**src/rtl/reg_share_arbiter.sv**
```systemverilog
// Round-robin write arbiter owning one shared load-enable register.
// Two requesters; the winner is loaded and acknowledged on the same edge.
module reg_share_arbiter #(
   parameter int WIDTH = 16,
   parameter int CNT_W = 8
) (
   input  logic             CLK,
   input  logic             RST,
   input  logic             req0,
   input  logic [WIDTH-1:0] D0,
   output logic             ack0,
   input  logic             req1,
   input  logic [WIDTH-1:0] D1,
   output logic             ack1,
   output logic [WIDTH-1:0] Q,
   output logic             last_src,
   output logic             busy,
   output logic [CNT_W-1:0] wr_count
);

   typedef enum logic [1:0] {
      IDLE = 2'd0,
      ACK0 = 2'd1,
      ACK1 = 2'd2
   } state_t;

   state_t             state, state_n;
   logic [WIDTH-1:0]   q_r, q_n;
   logic               ls_r, ls_n;
   logic               ack0_r, ack0_n;
   logic               ack1_r, ack1_n;
   logic               busy_r, busy_n;
   logic [CNT_W-1:0]   cnt_r, cnt_n;
   logic               grant0, grant1;
   logic [CNT_W-1:0]   cnt_inc;

   // Port 0 wins a tie only when port 1 was granted last.
   always_comb begin
      grant0 = req0 && (!req1 || ls_r);
      grant1 = req1 && !grant0;
   end

   always_comb begin
      cnt_inc = (cnt_r == '1) ? cnt_r : cnt_r + 1'b1;
   end

   always_comb begin
      state_n = state;
      q_n     = q_r;
      ls_n    = ls_r;
      cnt_n   = cnt_r;
      ack0_n  = 1'b0;
      ack1_n  = 1'b0;
      busy_n  = 1'b0;
      case (state)
         IDLE: begin
            if (grant0) begin
               q_n     = D0;
               ls_n    = 1'b0;
               cnt_n   = cnt_inc;
               ack0_n  = 1'b1;
               busy_n  = 1'b1;
               state_n = ACK0;
            end else if (grant1) begin
               q_n     = D1;
               ls_n    = 1'b1;
               cnt_n   = cnt_inc;
               ack1_n  = 1'b1;
               busy_n  = 1'b1;
               state_n = ACK1;
            end
         end
         ACK0, ACK1: begin
            state_n = IDLE;
         end
         default: begin
            state_n = IDLE;
         end
      endcase
   end

   always_ff @(posedge CLK) begin
      if (RST) begin
         state  <= IDLE;
         q_r    <= '0;
         ls_r   <= 1'b1;
         cnt_r  <= '0;
         ack0_r <= 1'b0;
         ack1_r <= 1'b0;
         busy_r <= 1'b0;
      end else begin
         state  <= state_n;
         q_r    <= q_n;
         ls_r   <= ls_n;
         cnt_r  <= cnt_n;
         ack0_r <= ack0_n;
         ack1_r <= ack1_n;
         busy_r <= busy_n;
      end
   end

   assign Q        = q_r;
   assign last_src = ls_r;
   assign ack0     = ack0_r;
   assign ack1     = ack1_r;
   assign busy     = busy_r;
   assign wr_count = cnt_r;

endmodule

```
**config.mk**
```make
export PLATFORM = sky130hd
export DESIGN_NAME = reg_share_arbiter
export DESIGN_NICKNAME = d
export VERILOG_FILES = /design/src/rtl/reg_share_arbiter.sv
export SDC_FILE = /design/constraint.sdc
export NUM_CORES = 1
export LEC_CHECK = 0
export ABC_AREA = 1
export CAP_MARGIN = 20
export CORE_ASPECT_RATIO = 1.1
export CORE_MARGIN = 10
export CORE_UTILIZATION = 60
export CTS_BUF_LIST = sky130_fd_sc_hd__clkbuf_2
export DETAILED_ROUTE_END_ITERATION = 12
export DONT_BUFFER_PORTS = 1
export HOLD_SLACK_MARGIN = 0.06
export PLACE_DENSITY = 0.82
export SLEW_MARGIN = 20
export SYNTH_ARGS = -nofsm -noshare
export SYNTH_HDL_FRONTEND = slang
export SYNTH_SLANG_ARGS = --single-unit
```
**constraint.sdc**
```tcl
create_clock -name CLK -period 3.6 [get_ports CLK]
set_input_delay 0.72 -clock CLK [delete_from_list [all_inputs] [get_ports CLK]]
set_output_delay 0.72 -clock CLK [all_outputs]
set_load 0.005 [all_outputs]
```
==> impl_metrics.json, run 1 <==
{
  "critPathKind": "flip-flop to output port",
  "synth_seq_cells": 30,
  "power_density_mw_per_mm2": 428,
  "cts_hold_buf": 0,
  "clock_sinks": 30,
  "holdWs_ns": 0.429,
  "crit_required_ns": 2.88,
  "layout-drive-gt1-share_pct": 5.75,
  "critPathArrivalTime_ns": 0.80,
  "cts_max_level": 2,
  "min_period_over_period_pct": 42.3,
  "slew_viol_final": 0,
  "area_growth_pct": -0.167,
  "yosysUniqueCellTypes": 21,
  "cts_made_buffers": 5,
  "rsz0062_at_grt": "false",
  "viasPerCell": 4.93,
  "syn_area_mm2": 0.00150,
  "fin_setup_tns_ns": 0,
  "placedCellCount": 250,
  "wirelength_mm": 3.25,
  "antenna_found_initial": 0,
  "finalHoldViolCount": 0,
  "ir_worst_vdd_mv": 0.277,
  "drc": 0,
  "grt_pass1_vias": 1150,
  "hold_class": "primary input to flip-flop",
  "instances_no_fill": 256,
  "num_rows": 18,
  "fp.dieArea_mm2": 0.00490,
  "yosysWarnings": 0,
  "comb_power_share_pct": 16.6,
  "syn_inst": 228,
  "portBuffers": 0,
  "core_mm2": 0.00232,
  "clock_latency_ns": 0.34,
  "drtIter0Drc": 120,
  "hpwl_mm": 2.46,
  "gp_congestion": 0.716,
  "io_pins": 64,
  "cts_setup_buffers": 0,
  "vias": 1263,
  "ant_nets": 0,
  "worst_pin_slew_ns": 0.731,
  "clock_skew_ns": 0.00298,
  "cts_resized": 0,
  "cts_tree": "built",
  "swShare_pct": 31.0,
  "yosysSeqAreaShare_pct": 40.1,
  "share_seq_of_total_power_pct": 61.4,
  "p_sw_mw": 0.198,
  "regArea_um2": 601,
  "max_freq_mhz": 657,
  "drtPass1Iterations": 4,
  "total_leakage_power_nw": 0.804,
  "p_clk_share_pct": 22.0,
  "wl_per_cell_um": 12.7,
  "die_h_um": 72.4,
  "final_util_pct": 64.5,
  "status": "complete, no violations",
  "final_cell_area_mm2": 0.00150,
  "crit_fanout": 6,
  "cts.path.max_buffers": 2,
  "placed_cell_area_mm2": 0.00147,
  "syn_nets": 265,
  "multi_input_area_um2": 661,
  "die_w_um": 67.7,
  "grt_max_degree": 36,
  "root_buffer": "clkbuf_2",
  "maxCapViolations": 0,
  "worst-r2r-setup-slack_ns": 2.12,
  "setup_viol": 0,
  "layout_min_cycle_time_ns": 1.52,
  "path_clk_slew_ns": 0.13,
  "syn_avg_cell_area_um2": 6.57,
  "worstSetupEndpointType": "output port",
  "crit_path_start_kind": "flip-flop",
  "track_usage_pct": 13.6,
  "max_slew_margin_pct": 51.2,
  "n_antenna_cell": 0,
  "grt_pass1_wl_mm": 5.18,
  "gr-total-overflow": 0,
  "fillers": 236,
  "initial_core_util_pct": 64.6,
  "p_int_mw": 0.442,
  "final_nets": 264
}
-- layout make-up --
| type | instances | area share, % |
|---|---|---|
| Clock buffer | 5 | 1.67 |
| Multi-Input combinational cell | 145 | 44.1 |
| Sequential cell | 30 | 40.1 |
| Inverter | 45 | 11.3 |
| Clock inverter | 1 | 0.251 |
| Tap cell | 30 | 2.51 |
-- metrics by stage --
step                      setup slack [ns]  total power, mW
final                                 2.08            0.640
after global routing                  1.92            0.694
after CTS                             2.06            0.651
after detailed placement              1.80            0.511
after global placement                1.83            0.507
after floorplan                       2.16            0.499
-- logic make-up after synthesis --
logic type | Yosys count | share of synthesized area, %
AO/OA/AOI/OAI | 41 | 14.9
buffers and inverters | 53 | 15.9
AND/OR/NAND/NOR | 101 | 27.1
XOR/XNOR | 2 | 1.17
adder cells (fa/ha/maj) | 1 | 0.835
flip-flops | 30 | 40.1
-- Yosys cell counts, drive strengths merged --
master  count  area (µm²)
nor2       57         226
inv        45         169
o21ai      37         200
nand2      36         138
dfxtp      30         601
buf         6        61.3
nand3       6        30.0
a21oi       4        23.8
clkbuf      2        7.51
nand4       2        12.5
xor2        2        17.5
ha          1        12.5
-- layout by cell type, fill, tap and decap left out, types with 2 or more instances in the layout --
master | Yosys | final
nand3_1 | 6 | 6
dfxtp_1 | 30 | 30
nand2_1 | 35 | 35
nor2_1 | 54 | 54
xor2_1 | 2 | 2
nor2_2 | 2 | 2
o21ai_1 | 19 | 19
nand4_1 | 2 | 2
a21oi_1 | 3 | 3
o21ai_0 | 16 | 16
inv_1 | 44 | 44
clkbuf_2 | 0 | 5
-- per-layer routing --
layer	routed length [µm]	vias up	track usage [%]
met5	0	-	0
met4	39	0	6.16
met3	411	5	8.29
met2	1420	54	20.4
met1	1380	520	14.8
li1	-	684	-
-- path summary, 6_finish.rpt --
| path | from | to | cells past startpoint |
|---|---|---|---|
| worst min-delay path | RST | wr_count[3]$_SDFFE_PP0P_ | 1 |
| worst min register to register | wr_count[1]$_SDFFE_PP0P_ | wr_count[1]$_SDFFE_PP0P_ | 2 |
| worst max-delay path | wr_count[6]$_SDFFE_PP0P_ | wr_count[6] | 0 |
| worst max register to register | wr_count[0]$_SDFFE_PP0P_ | wr_count[0]$_SDFFE_PP0P_ | 8 |
-- state kept, by name, summed over array words and instances (netlist names) --
register / count
Q: 16
ack0: 1
ack1: 1
busy: 1
last_src: 1
state: 2
wr_count: 8
-- power groups by stage --
| stage | sequential (mW) | clock, mW | combinational (mW) |
|---|---|---|---|
| floorplan | 0.393 | 0 | 0.106 |
| global placement | 0.403 | 0 | 0.105 |
| detailed placement | 0.403 | 0 | 0.108 |
| CTS | 0.395 | 0.147 | 0.108 |
| global route | 0.399 | 0.166 | 0.128 |
| finish | 0.393 | 0.141 | 0.106 |
Power figures use the tool's default switching activity.
==> inputs of run 2 (changes only) <==
==> constraint.sdc (replaced) <==
create_clock -name CLK -period 1.41 [get_ports CLK]
set_input_delay 0.282 -clock CLK [delete_from_list [all_inputs] [get_ports CLK]]
set_output_delay 0.282 -clock CLK [all_outputs]
set_load 0.005 [all_outputs]
==> run 2 against run 1 <==
Critical path depth grew 8. Die area is the same. Count of clock-buffer cells in the layout grew 2. Clock skew grew 0.0030 ns. Largest power group unchanged. Sequential share of layout area shrank 2.4 points. Final cell count grew 4.7%. Combinational power grew to 3.0 times the previous value. First-iteration DRC count shrank 38%. Register-to-register slack lost 2.0 ns. Critical path type is now flip-flop to flip-flop.
==> impl_metrics.json, run 2 (same netlist as run 1, synthesis figures left out) <==
{
  "max_freq_mhz": 773,
  "viasPerCell": 4.95,
  "path_clk_slew_ns": 0.14,
  "grt_max_degree": 20,
  "comb_power_share_pct": 18.7,
  "grt_pass1_vias": 1301,
  "ant_nets": 0,
  "maxCapViolations": 0,
  "root_buffer": "clkbuf_2",
  "layout_common_cells": "nor2_1, inv_1, nand2_1",
  "final_cell_area_mm2": 0.00159,
  "antenna_found_initial": 0,
  "track_usage_pct": 14.2,
  "grt_pass1_wl_mm": 5.53,
  "ir_worst_vdd_mv": 0.624,
  "vias": 1327,
  "cts_setup_buffers": 0,
  "setup_viol": 0,
  "crit_fanout": 6,
  "multi_input_area_um2": 663,
  "largest_reg_flops": 16,
  "regArea_um2": 601,
  "dp_slack_ns": 0.0961,
  "final_nets": 275,
  "p_total_mw": 1.70,
  "clock_latency_ns": 0.32,
  "initial_core_util_pct": 64.6,
  "crit_path_start_kind": "flip-flop",
  "layout_min_cycle_time_ns": 1.29,
  "instances_no_fill": 268,
  "critPathArrivalTime_ns": 1.53,
  "worst_pin_slew_ns": 0.707,
  "wirelength_mm": 3.42,
  "worstSetupEndpointType": "flip-flop",
  "worst_slack_ns": 0.116,
  "critical_path_buf_inv_count": 1,
  "die_w_um": 67.7,
  "worst-r2r-setup-slack_ns": 0.12,
  "wl_per_cell_um": 12.8,
  "cts.path.max_buffers": 2,
  "slew_viol_final": 0,
  "clock_sinks": 30,
  "area_growth_pct": 6.26,
  "min_from": "RST",
  "portBuffers": 0,
  "min_path_cells": 3,
  "finalHoldViolCount": 0,
  "reg2reg_depth": 8,
  "whs_endpoint": "Q[3]$_SDFFE_PP0P_",
  "total_leakage_power_nw": 0.866,
  "r2r-start": "wr_count[0]$_SDFFE_PP0P_",
  "mostFrequentLayoutCell": "nor2_1",
  "swShare_pct": 30.3,
  "max_slew_margin_pct": 52.9,
  "status": "complete, no violations",
  "crit_required_ns": 1.64,
  "n_antenna_cell": 0,
  "min_period_over_period_pct": 91.8,
  "cts_made_buffers": 5,
  "core_mm2": 0.00232,
  "clock_skew_ns": 0.00603,
  "die_h_um": 72.4,
  "path_cells": "ha_1 > nand2_1 > nor2_2 > nand2_2 > nand2_2 > inv_1 > nor2_1 > nor2_1",
  "num_rows": 18,
  "io_pins": 64,
  "rsz0062_at_grt": "false",
  "hold_class": "primary input to flip-flop",
  "critPathKind": "flip-flop to flip-flop",
  "placed_cell_area_mm2": 0.00154,
  "cts_tree": "built",
  "fp.dieArea_mm2": 0.00490,
  "p_sw_mw": 0.517,
  "p_clk_share_pct": 22.9,
  "drc": 0,
  "fin_setup_tns_ns": 0,
  "max_stage_delay_ns": 0.36,
  "fillers": 222,
  "r2r_end": "wr_count[0]$_SDFFE_PP0P_",
  "share_seq_of_total_power_pct": 58.5,
  "layout-drive-gt1-share_pct": 10.5,
  "hpwl_mm": 2.63,
  "cts_max_level": 2,
  "power_density_mw_per_mm2": 1070,
  "gr-total-overflow": 0,
  "drtPass1Iterations": 4,
  "p_int_mw": 1.19,
  "drtIter0Drc": 75,
  "critPathTopFamily": "simple AND/OR/NAND/NOR gates",
  "cpMaxStageDelayCell": "dfxtp_1",
  "gp_congestion": 0.758,
  "placedCellCount": 259
}
-- run 2: worst max path at each step --
stage	start	to	slack [ns]	cells past startpoint
finish	wr_count[0]$_SDFFE_PP0P_	wr_count[0]$_SDFFE_PP0P_	0.12	8
global route	wr_count[0]$_SDFFE_PP0P_	wr_count[1]$_SDFFE_PP0P_	0.01	8
CTS	wr_count[0]$_SDFFE_PP0P_	wr_count[1]$_SDFFE_PP0P_	0.08	8
detailed placement	wr_count[0]$_SDFFE_PP0P_	wr_count[0]$_SDFFE_PP0P_	0.1	8
global placement	wr_count[0]$_SDFFE_PP0P_	wr_count[1]$_SDFFE_PP0P_	0.12	8
floorplan	wr_count[0]$_SDFFE_PP0P_	wr_count[3]$_SDFFE_PP0P_	0.14	8
-- run 2: repair_timing --
action | in CTS | in global routing
endpoints found under the setup margin | 0 | 4
resized for setup | 0 | 1
hold endpoints to repair | 5 | 1
hold buffers | 1 | 1
-- run 2: stage by stage --
stage          hold WS (ns)  utilization, %
6_report              0.104            68.7
5_1_grt              0.0642            68.7
4_1_cts              0.0793            68.1
3_5_place_dp          0.349            66.2
3_3_place_gp          0.349            66.2
2_1_floorplan         0.426               -
-- run 2: final cells by class --
type / instances / area share (%)
multi-input combinational: 145 / 41.6
tap: 30 / 2.36
sequential: 30 / 37.7
timing repair buffer: 11 / 5.50
clock buffer: 7 / 2.20
inverter: 45 / 10.6
-- run 2: worst min-delay path, delay by kind of cell --
family | cells | cell delay, ns
buf+inv | 1 | 0.04
simple gates | 1 | 0.02
compound gates | 1 | 0.06
-- run 2: power groups by stage --
stage / registers [mW] / clock network (mW) / logic (mW)
after global placement: 1.02 / 0 / 0.305
after detailed placement: 1.02 / 0 / 0.313
final: 0.996 / 0.389 / 0.318
after CTS: 1.00 / 0.398 / 0.319
after global routing: 1.01 / 0.444 / 0.377
after floorplan: 1.00 / 0 / 0.270
-- run 2: metal layers --
metal,wire length (µm),GRT usage (%)
met1,1370,15.1
met2,1600,22.7
met4,16,4.57
met3,434,8.60
met5,0,0
